--- src/rtl/fake_signal_pkg.sv ---
// Shared definitions for the fake-signal sequencer: step-table entry layout,
// FSM state encoding and clock-rate constants.
package fake_signal_pkg;

    // Injector clock in MHz; one duration tick is 1 ms at this rate.
    localparam int unsigned CLOCK_FREQ = 120;

    // Bit positions of the fields inside a 32-bit table write word.
    localparam int unsigned MODE_LSB = 0;
    localparam int unsigned MODE_MSB = 4;
    localparam int unsigned SHWR_BIT = 5;
    localparam int unsigned MUON_BIT = 6;
    localparam int unsigned LAST_BIT = 7;
    localparam int unsigned DUR_LSB  = 16;
    localparam int unsigned DUR_MSB  = 31;

    localparam int unsigned MODE_W = MODE_MSB - MODE_LSB + 1;
    localparam int unsigned DUR_W  = DUR_MSB - DUR_LSB + 1;

    typedef enum logic [1:0] {
        ST_IDLE   = 2'd0,
        ST_RSTWIN = 2'd1,
        ST_RUN    = 2'd2
    } state_t;

    // Stored form of one step; reserved write bits are dropped.
    typedef struct packed {
        logic [DUR_W-1:0]  dur;
        logic              last;
        logic              muon;
        logic              shwr;
        logic [MODE_W-1:0] mode;
    } entry_t;

endpackage

--- src/rtl/fake_signal_sequencer_if.sv ---
// Bus between the register block (table writes, START/STOP) and the
// sequencer, plus the injector control outputs.
interface fake_signal_sequencer_if
    import fake_signal_pkg::*;
#(
    parameter int unsigned IDX_BITS = 3
);
    logic                WR_EN;
    logic [IDX_BITS-1:0] WR_ADDR;
    logic [31:0]         WR_DATA;
    logic                START;
    logic                STOP;
    logic                LOOP_EN;
    logic [MODE_W-1:0]   MODE;
    logic                USE_FAKE_SHWR;
    logic                USE_FAKE_MUON;
    logic                BUSY;
    logic [IDX_BITS-1:0] STEP_IDX;
    logic                SEQ_DONE;

    modport master (
        output WR_EN, WR_ADDR, WR_DATA, START, STOP, LOOP_EN,
        input  MODE, USE_FAKE_SHWR, USE_FAKE_MUON, BUSY, STEP_IDX, SEQ_DONE
    );

    modport slave (
        input  WR_EN, WR_ADDR, WR_DATA, START, STOP, LOOP_EN,
        output MODE, USE_FAKE_SHWR, USE_FAKE_MUON, BUSY, STEP_IDX, SEQ_DONE
    );
endinterface

--- src/rtl/fss_tick_timer.sv ---
// Step duration timer: prescaler dividing the clock into ticks and a tick
// counter compared against the step duration. Held cleared while restart_i.
module fss_tick_timer
    import fake_signal_pkg::*;
#(
    parameter int unsigned TICK_DIV = CLOCK_FREQ * 1000
) (
    input  logic             clk_i,
    input  logic             rst_ni,
    input  logic             restart_i,
    input  logic [DUR_W-1:0] duration_i,
    output logic             done_o
);
    localparam int unsigned     PW         = (TICK_DIV > 1) ? $clog2(TICK_DIV) : 1;
    localparam logic [PW-1:0]   PRESC_LAST = PW'(TICK_DIV - 1);

    logic [PW-1:0]    presc_q, presc_d;
    logic [DUR_W-1:0] tick_q, tick_d;
    logic             wrap;

    // Next-state: prescaler wraps every TICK_DIV cycles and bumps the tick count.
    always_comb begin
        wrap    = (presc_q == PRESC_LAST);
        presc_d = wrap ? '0 : presc_q + 1'b1;
        tick_d  = wrap ? tick_q + 1'b1 : tick_q;
        if (restart_i) begin
            presc_d = '0;
            tick_d  = '0;
        end
    end

    // Counter registers.
    always_ff @(posedge clk_i or negedge rst_ni) begin
        if (!rst_ni) begin
            presc_q <= '0;
            tick_q  <= '0;
        end else begin
            presc_q <= presc_d;
            tick_q  <= tick_d;
        end
    end

    // Done on the last cycle of the final tick; duration 0 never completes.
    assign done_o = !restart_i && (duration_i != '0) && wrap
                    && (tick_q == duration_i - 1'b1);

endmodule

--- src/rtl/fake_signal_sequencer.sv ---
// Step-table scheduler driving the fake-signal injector's MODE and USE_FAKE_*
// controls, inserting a MODE=0 reset window before every step.
module fake_signal_sequencer
    import fake_signal_pkg::*;
#(
    parameter int unsigned DEPTH        = 8,
    parameter int unsigned IDX_BITS     = 3,
    parameter int unsigned TICK_DIV     = CLOCK_FREQ * 1000,
    parameter int unsigned RESET_CYCLES = 4
) (
    input  logic                    CLK,
    input  logic                    RESETN,
    fake_signal_sequencer_if.slave  bus
);
    localparam int unsigned         WIN_W    = (RESET_CYCLES > 1) ? $clog2(RESET_CYCLES) : 1;
    localparam logic [WIN_W-1:0]    WIN_LAST = WIN_W'(RESET_CYCLES - 1);
    localparam logic [IDX_BITS-1:0] IDX_LAST = IDX_BITS'(DEPTH - 1);

    entry_t              table_q [DEPTH];
    entry_t              wr_entry;
    entry_t              cur_entry;
    logic                unused_rsvd;

    state_t              state_q;
    logic [IDX_BITS-1:0] idx_q;
    logic [WIN_W-1:0]    win_q;
    logic                run_last_q;
    logic [DUR_W-1:0]    run_dur_q;
    logic [MODE_W-1:0]   mode_q;
    logic                shwr_q, muon_q, busy_q, done_q;
    logic                step_done;

    assign wr_entry = '{
        dur:  bus.WR_DATA[DUR_MSB:DUR_LSB],
        last: bus.WR_DATA[LAST_BIT],
        muon: bus.WR_DATA[MUON_BIT],
        shwr: bus.WR_DATA[SHWR_BIT],
        mode: bus.WR_DATA[MODE_MSB:MODE_LSB]
    };
    assign unused_rsvd = ^bus.WR_DATA[DUR_LSB-1:LAST_BIT+1];
    assign cur_entry   = table_q[idx_q];

    // Step table: writable in any state, visible the cycle after WR_EN.
    always_ff @(posedge CLK or negedge RESETN) begin
        if (!RESETN) begin
            for (int unsigned i = 0; i < DEPTH; i++) table_q[i] <= '0;
        end else if (bus.WR_EN) begin
            table_q[bus.WR_ADDR] <= wr_entry;
        end
    end

    fss_tick_timer #(
        .TICK_DIV (TICK_DIV)
    ) u_timer (
        .clk_i      (CLK),
        .rst_ni     (RESETN),
        .restart_i  (state_q != ST_RUN),
        .duration_i (run_dur_q),
        .done_o     (step_done)
    );

    // Sequencer FSM with registered injector outputs; STOP overrides everything.
    always_ff @(posedge CLK or negedge RESETN) begin
        if (!RESETN) begin
            state_q    <= ST_IDLE;
            idx_q      <= '0;
            win_q      <= '0;
            run_last_q <= 1'b0;
            run_dur_q  <= '0;
            mode_q     <= '0;
            shwr_q     <= 1'b0;
            muon_q     <= 1'b0;
            busy_q     <= 1'b0;
            done_q     <= 1'b0;
        end else begin
            done_q <= 1'b0;
            if (bus.STOP) begin
                state_q <= ST_IDLE;
                mode_q  <= '0;
                shwr_q  <= 1'b0;
                muon_q  <= 1'b0;
                busy_q  <= 1'b0;
            end else begin
                case (state_q)
                    ST_IDLE: begin
                        if (bus.START) begin
                            state_q <= ST_RSTWIN;
                            idx_q   <= '0;
                            win_q   <= '0;
                            busy_q  <= 1'b1;
                        end
                    end
                    ST_RSTWIN: begin
                        if (win_q == WIN_LAST) begin
                            state_q    <= ST_RUN;
                            run_last_q <= cur_entry.last;
                            run_dur_q  <= cur_entry.dur;
                            mode_q     <= cur_entry.mode;
                            shwr_q     <= cur_entry.shwr;
                            muon_q     <= cur_entry.muon;
                        end else begin
                            win_q <= win_q + 1'b1;
                        end
                    end
                    ST_RUN: begin
                        if (step_done) begin
                            mode_q <= '0;
                            shwr_q <= 1'b0;
                            muon_q <= 1'b0;
                            win_q  <= '0;
                            if (!run_last_q && (idx_q != IDX_LAST)) begin
                                state_q <= ST_RSTWIN;
                                idx_q   <= idx_q + 1'b1;
                            end else if (bus.LOOP_EN) begin
                                state_q <= ST_RSTWIN;
                                idx_q   <= '0;
                            end else begin
                                state_q <= ST_IDLE;
                                busy_q  <= 1'b0;
                                done_q  <= 1'b1;
                            end
                        end
                    end
                    default: begin
                        state_q <= ST_IDLE;
                        busy_q  <= 1'b0;
                    end
                endcase
            end
        end
    end

    assign bus.MODE          = mode_q;
    assign bus.USE_FAKE_SHWR = shwr_q;
    assign bus.USE_FAKE_MUON = muon_q;
    assign bus.BUSY          = busy_q;
    assign bus.STEP_IDX      = idx_q;
    assign bus.SEQ_DONE      = done_q;

endmodule

--- src/flat_wrapper.sv ---
// flat-port wrapper written by rule: the top's interface ports become plain ports
module fake_signal_sequencer_flat import fake_signal_pkg::*;
#(
    parameter int unsigned DEPTH        = 8,
    parameter int unsigned IDX_BITS     = 3,
    parameter int unsigned TICK_DIV     = CLOCK_FREQ * 1000,
    parameter int unsigned RESET_CYCLES = 4
)
  (CLK, RESETN, bus_WR_EN, bus_WR_ADDR, bus_WR_DATA, bus_START, bus_STOP, bus_LOOP_EN, bus_MODE, bus_USE_FAKE_SHWR, bus_USE_FAKE_MUON, bus_BUSY, bus_STEP_IDX, bus_SEQ_DONE);
  fake_signal_sequencer_if #(.IDX_BITS(IDX_BITS)) bus_i ();
  input  logic CLK;
  input  logic RESETN;
  input wire logic [$bits(bus_i.WR_EN)-1:0] bus_WR_EN;
  input wire logic [$bits(bus_i.WR_ADDR)-1:0] bus_WR_ADDR;
  input wire logic [$bits(bus_i.WR_DATA)-1:0] bus_WR_DATA;
  input wire logic [$bits(bus_i.START)-1:0] bus_START;
  input wire logic [$bits(bus_i.STOP)-1:0] bus_STOP;
  input wire logic [$bits(bus_i.LOOP_EN)-1:0] bus_LOOP_EN;
  output wire logic [$bits(bus_i.MODE)-1:0] bus_MODE;
  output wire logic [$bits(bus_i.USE_FAKE_SHWR)-1:0] bus_USE_FAKE_SHWR;
  output wire logic [$bits(bus_i.USE_FAKE_MUON)-1:0] bus_USE_FAKE_MUON;
  output wire logic [$bits(bus_i.BUSY)-1:0] bus_BUSY;
  output wire logic [$bits(bus_i.STEP_IDX)-1:0] bus_STEP_IDX;
  output wire logic [$bits(bus_i.SEQ_DONE)-1:0] bus_SEQ_DONE;
  assign bus_i.WR_EN = bus_WR_EN;
  assign bus_i.WR_ADDR = bus_WR_ADDR;
  assign bus_i.WR_DATA = bus_WR_DATA;
  assign bus_i.START = bus_START;
  assign bus_i.STOP = bus_STOP;
  assign bus_i.LOOP_EN = bus_LOOP_EN;
  assign bus_MODE = bus_i.MODE;
  assign bus_USE_FAKE_SHWR = bus_i.USE_FAKE_SHWR;
  assign bus_USE_FAKE_MUON = bus_i.USE_FAKE_MUON;
  assign bus_BUSY = bus_i.BUSY;
  assign bus_STEP_IDX = bus_i.STEP_IDX;
  assign bus_SEQ_DONE = bus_i.SEQ_DONE;
  fake_signal_sequencer #(.DEPTH(DEPTH), .IDX_BITS(IDX_BITS), .TICK_DIV(TICK_DIV), .RESET_CYCLES(RESET_CYCLES)) u_core (.CLK(CLK), .RESETN(RESETN), .bus(bus_i));
endmodule
--- config.mk ---
export PLATFORM = sky130hd
export DESIGN_NAME = fake_signal_sequencer_flat
export DESIGN_NICKNAME = d
export VERILOG_FILES = /design/src/rtl/fake_signal_pkg.sv /design/src/rtl/fake_signal_sequencer_if.sv /design/src/rtl/fss_tick_timer.sv /design/src/rtl/fake_signal_sequencer.sv /design/src/flat_wrapper.sv
export SDC_FILE = /design/constraint.sdc
export NUM_CORES = 1
export LEC_CHECK = 0
export BUFFER_PORTS_ARGS = -buffer_cell sky130_fd_sc_hd__buf_2
export CAP_MARGIN = 25
export CORE_ASPECT_RATIO = 1.5
export CORE_MARGIN = 8
export CORE_UTILIZATION = 66
export DETAILED_ROUTE_END_ITERATION = 10
export GPL_ROUTABILITY_DRIVEN = 0
export MAX_ROUTING_LAYER = met4
export PLACE_DENSITY_LB_ADDON = 0.1
export SLEW_MARGIN = 0
export SYNTH_ARGS = -nofsm -noshare
export SYNTH_HDL_FRONTEND = slang
export SYNTH_SLANG_ARGS = --single-unit
--- constraint.sdc ---
create_clock -name CLK -period 7.91 [get_ports CLK]
set_input_delay 0.791 -clock CLK [delete_from_list [all_inputs] [get_ports CLK]]
set_output_delay 0.791 -clock CLK [all_outputs]
set_load 0.01 [all_outputs]
Word-level counts from Yosys, hierarchy flattened
Index checks and enable logic that the tools add are counted.
{"block": "classes", "addsub": 5, "mul": 0, "div_mod_pow": 0, "n_lt_le_gt_ge": 3, "eq_ne": 17, "shift": 0, "mux": 48, "bitwise": 3, "n_reduce_logical": 19}
{"op": "$bwmux 192", "n": 1}
{"op": "$bmux 24 s3", "n": 1}
{"op": "$demux 24 s3", "n": 1}
{"op": "$mux 24", "n": 3}
{"op": "$mux 17", "n": 2}
{"op": "$mux 16", "n": 2}
{"op": "$add 17x1->17 const B", "n": 1}
{"op": "$eq 17x17->1 const B", "n": 1}
{"op": "$add 16x1->16 const B", "n": 1}
{"op": "$eq 16x16->1", "n": 1}
{"op": "$mux 1", "n": 16}
{"op": "$mux 2", "n": 8}
{"op": "$reduce_bool 16->1", "n": 1}
{"op": "$sub 16x1->16 const B", "n": 1}
{"op": "$mux 5", "n": 3}
{"op": "$reduce_and 5->1", "n": 3}
{"op": "$mux 3", "n": 4}
{"op": "$ne 3x3->1 const B", "n": 4}
{"op": "$pmux 2 s3", "n": 2}
{"op": "$pmux 5 s2", "n": 1}
{"op": "$ne 3x2->1 const B", "n": 3}
{"op": "$reduce_and 3->1", "n": 3}
{"op": "$ge 4x4->1 const B", "n": 2}
{"op": "$ne 2x2->1 const B", "n": 4}
{"op": "16 further kinds", "n": 26}
{"block": "totals", "regBits": 258, "latch_bits": 0, "ram_bits": 0, "romBits": 0, "in_bits": 41, "output_inout_bits": 12, "memories": 0}

Depth between registers and ports, before layout
{"block": "logic_depth", "ltp_word": 8, "mapped_depth": 10}

By module
Synthesis repeated with hierarchy kept, for this count alone.
{"block": "unflattened", "hier_cells": 961, "area_unflattened_um2": 12271.8}
{"mod": "fake_signal_sequencer", "instances": 1, "cells_each": 727, "area_each_um2": 10128.5, "seq_area_each_um2": 5630.4}
{"mod": "fss_tick_timer", "instances": 1, "cells_each": 234, "area_each_um2": 2143.3, "seq_area_each_um2": 825.8}

Worst setup path before layout
No wires, ideal clock.
{"block": "synth_path", "kind": "register to register", "from": "reg u_core.run_dur_q[7]", "to": "reg u_core.win_q[0]", "setup_ns": 0.127, "arrival_time_ns": 2.637, "t_required_ns": 7.783, "setup_slack_ns": 5.145, "stages_incl_launch_ff": 10, "n_path_buf": 1, "synth_period_minus_slack_ns": 2.765, "cell_sequence": "dfrtp_1 > buf_6 > or4_4 > nor4_4 > nand2_1 > a211o_1 > a221o_1 > nor2_4 > o21ba_2 > mux2_1"}
{"block": "synth_via", "elab_chain_cells": 6, "word_cells_on_any_way": 8}
{"item": "start, declared", "line": "fake_signal_sequencer.sv:28", "source": "logic [DUR_W-1:0] run_dur_q;"}
{"item": "start signal, assigned", "line": "fake_signal_sequencer.sv:97", "source": "run_dur_q <= cur_entry.dur;"}
{"item": "parallel branches: the longest is 3 deep, another holds $sub 16x1->16"}
{"item": "$logic_and 1x1->1 *", "line": "fss_tick_timer.sv:45", "source": "&& (tick_q == duration_i - 1'b1);"}
{"item": "$ne 2x1->1 (no source line) *"}
{"item": "$reduce_and 5->1 (no source line) *"}
{"item": "end signal, assigned", "line": "fake_signal_sequencer.sv:102", "source": "win_q <= win_q + 1'b1;"}
{"item": "end, declared", "line": "fake_signal_sequencer.sv:26", "source": "logic [WIN_W-1:0] win_q;"}
Mark *: on every way between the ends.
A chain may end at the register's enable or synchronous reset.

Worst setup path in the final report
{"block": "layout_path", "from": "reg u_core.run_dur_q[0]", "to": "reg u_core.mode_q[1] (netlist: u_core.bus.MODE[1])"}
{"block": "layout_via", "elab_chain_cells": 6, "word_cells_on_any_way": 8}
{"item": "parallel branches: the longest is 3 deep, another holds $sub 16x1->16"}
{"item": "$logic_and 1x1->1 *", "line": "fss_tick_timer.sv:45"}
{"item": "$ne 3x2->1 (no source line) *"}
{"item": "$reduce_and 3->1 (no source line) *"}
{"item": "end signal, assigned", "line": "fake_signal_sequencer.sv:98", "source": "mode_q <= cur_entry.mode;"}
{"item": "end, declared", "line": "fake_signal_sequencer.sv:29", "source": "logic [MODE_W-1:0] mode_q;"}
Marked as above.

==> impl_metrics.ini <==
[run_status]
outcome = complete, no violations

[floorplan]
die_area_mm2 = 0.0231
rows = 61
core_mm2 = 0.0183
chipHeight_um = 182
start_util_pct = 66.3
boundaryPins = 53
die_x_um = 127

[placed_design]
placed_area_mm2 = 0.0126
hpwl_um = 16400
place_inst = 1106
io_buffers = 44
pre_cts_ws_ns = 4.62

[clock_network]
htreeDepth = 1
clock-sinks = 258
cts-hold-fix-buffers = 0
worstSkewPairLatency_ns = 0.53
cts_made_buffers = 25
ctsLongestPathBuffers = 3
post_cts_buffers = 0
cts_root_buf = clkbuf_16
clk_pin_slew_ns = 0.06
cts_resized = 0
tritoncts = done

[min_path]
min_path_type = in2async

[setup_path]
cp.depth = 10
crit_fanout = 7
rr_startpoint = u_core.run_dur_q[0]
r2r_end = u_core.bus.MODE[1]
reg2reg_depth = 10
criticalPathCategory = reg2reg
crit_chain = inv_1 -> ha_1 -> nor4b_1 -> a211oi_1 -> nor4_1 -> nand2_1 -> nand4_2 -> nor2_4 -> a211oi_2 -> o2bb2ai_1
cp_num_buf_inv = 1
crit_path_start_kind = flip-flop
cpLargestDelayFamily = simple AND/OR/NAND/NOR gates
worstPathArrival_ns = 3.74
r2r_setup_slack_ns = 4.61
required_ns = 8.36
endpoint_kind = flip-flop
critPathSlowestCell = a211oi_2
critical_path.max_stage_delay_ns = 0.71

[grt]
grt_start_max_net_pins = 127
antenna_found_initial = 0
grt-ovfl-total = 0
grt_pass1_vias = 8218
grt_pass1_wl_um = 43100
grt_usage_pct = 24.0

[timing]
setup_viol = 0
fin_crit_ns = 3.30
finalCritPeriodShare_pct = 41.7
clock_skew_ns = 0.0215
tns_ns = 0
rsz0062_at_grt = no
relSlewSlack_pct = 38.2
final-hold-violation-count = 0
maxSlewViolCount = 0
max_freq_ghz = 0.303
setup_slack_ns = 4.61
worstMarginPinSlew_ns = 0.927

[pwr]
power_per_cell_area_mw_per_mm2 = 265
p_clk_share_pct = 34.8
switchingPower_w = 0.000905
combPwrFrac_pct = 17.8
power_w = 0.00357
power.internal_w = 0.00267
seqPwrFrac_pct = 47.4
sw_frac_of_total_pct = 25.3
p_leak_nw = 5.63
max-vdd-ir-drop_mv = 0.195

[layout]
n_fill_cell = 1180
layout.cells.non_filler = 1151
fin_area_mm2 = 0.0135
layout_common_cells = 256 x dfrtp_1, 192 x mux2_2, 48 x mux4_2, 44 x nor2_1, 43 x buf_2
final_common_cell = dfrtp_1
area_delta_synth_final_pct = 11.2
nets = 962
antennaDiodeCount = 0
final_layout_size_suffix_gt1_share_pct = 39.0

[routing]
firstDrtPassIters = 5
routed_wl_um = 25900
initialDrtViolationCount = 458
viasPerCell = 6.43
vias = 7403
wire_per_inst_um = 22.5
drtAntennaViolNets = 0
route.detailed.drc = 0

[logic_synthesis]
avgSynthCellArea_um2 = 13.8
syn_nets = 927
synth-edff-count = 0
ys_seq_area_share_pct = 53.2
ys_ff_latch = 258
async_flop_share_pct = 100
ys_warn_count = 0
synth_cell_types = 63
syn_area_mm2 = 0.0121
syn_inst = 879
synthFlopType = dfrtp_1

[job]
cap_violations = 0
-- metrics by stage --
| step | utilization [%] | hold slack, ns |
|---|---|---|
| CTS | 73.5 | 0.399 |
| global route | 73.7 | 0.448 |
| detailed placement | 68.8 | 0.474 |
| global placement | 68.6 | 0.471 |
| floorplan | - | 0.451 |
| finish | 73.7 | 0.373 |
-- final cells by class --
type	instances	area [um^2]	share of cell area (%)
Tap cell	220	275	2.04
Inverter	7	26.3	0.195
Timing Repair Buffer	59	383	2.84
Clock buffer	40	802	5.94
Sequential cell	258	6460	47.9
Multi-Input combinational cell	563	5480	40.6
Clock inverter	4	73.8	0.547
-- Yosys cell counts (4+ instances only) --
cell type | count | area, um^2
dfrtp_1 | 258 | 6460
nor4b_1 | 4 | 35.0
o21ai_0 | 21 | 105
nor3b_1 | 4 | 30.0
nor4bb_1 | 4 | 40.0
mux2i_1 | 27 | 270
xnor2_1 | 13 | 114
mux4_2 | 48 | 1080
nand3_1 | 17 | 85.1
xor2_1 | 28 | 245
nor4_1 | 4 | 25.0
nand2b_1 | 6 | 37.5
buf_1 | 7 | 26.3
and4_1 | 6 | 52.6
inv_1 | 7 | 26.3
o2bb2ai_1 | 7 | 61.3
or3_1 | 5 | 31.3
nand4b_1 | 8 | 70.1
clkbuf_1 | 41 | 154
mux2_2 | 192 | 2160
nor2_1 | 44 | 165
a21oi_1 | 8 | 40.0
nand4_1 | 9 | 56.3
ha_1 | 7 | 87.6
nor3_1 | 7 | 35.0
nand2_1 | 38 | 143
-- cell families (layout without fill, tap and decap cells) --
family	after synthesis	in the layout	share of synthesized area [%]
AO/OA/AOI/OAI	63	63	3.53
XOR/XNOR	41	41	2.96
adder cells (fa/ha/maj)	7	7	0.721
buffers and inverters	58	110	1.88
flip-flops	258	258	53.2
multiplexers	270	270	29.2
AND/OR/NAND/NOR	182	182	8.49
-- flip-flops by register name (all words and copies together), names as in the netlist, 2 cells and up --
name,cells
u_core.state_q,2
u_core.u_timer.presc_q,17
u_core.run_dur_q,16
u_core.u_timer.tick_q,16
u_core.bus.MODE,5
u_core.bus.STEP_IDX,3
u_core.win_q,2
u_core.table_q,192
-- power groups by stage --
stage	logic, W	registers, W	clock network, W
6_report	0.000635	0.00169	0.00124
5_1_grt	0.000694	0.00172	0.00131
4_1_cts	0.000641	0.00169	0.00126
3_5_place_dp	0.000637	0.00171	0
3_3_place_gp	0.000597	0.00168	0
2_1_floorplan	0.000502	0.00166	0
-- how the worst max path moves through the flow --
| stage | startpoint | endpoint | slack (ns) |
|---|---|---|---|
| 6_report | u_core.run_dur_q[0] | u_core.bus.MODE[1] | 4.61 |
| 5_1_grt | u_core.run_dur_q[0] | u_core.bus.MODE[1] | 4.36 |
| 3_3_place_gp | u_core.run_dur_q[0] | u_core.bus.MODE[2] | 4.77 |
| 2_1_floorplan | u_core.run_dur_q[7] | u_core.win_q[0] | 5.15 |
| 3_5_place_dp | u_core.run_dur_q[7] | u_core.bus.MODE[1] | 4.62 |
| 4_1_cts | u_core.run_dur_q[0] | u_core.bus.MODE[1] | 4.58 |
-- per-layer routing --
metal	share of wire (%)	routed length, um	track usage, %	up-vias
met5	0	0	-	-
met4	2.3	599	7.79	0
met3	2.9	752	2.60	52
met2	53	13600	40.9	149
met1	42	10900	29.7	3890
li1	-	-	-	3312
Power figures use the tool's default switching activity.
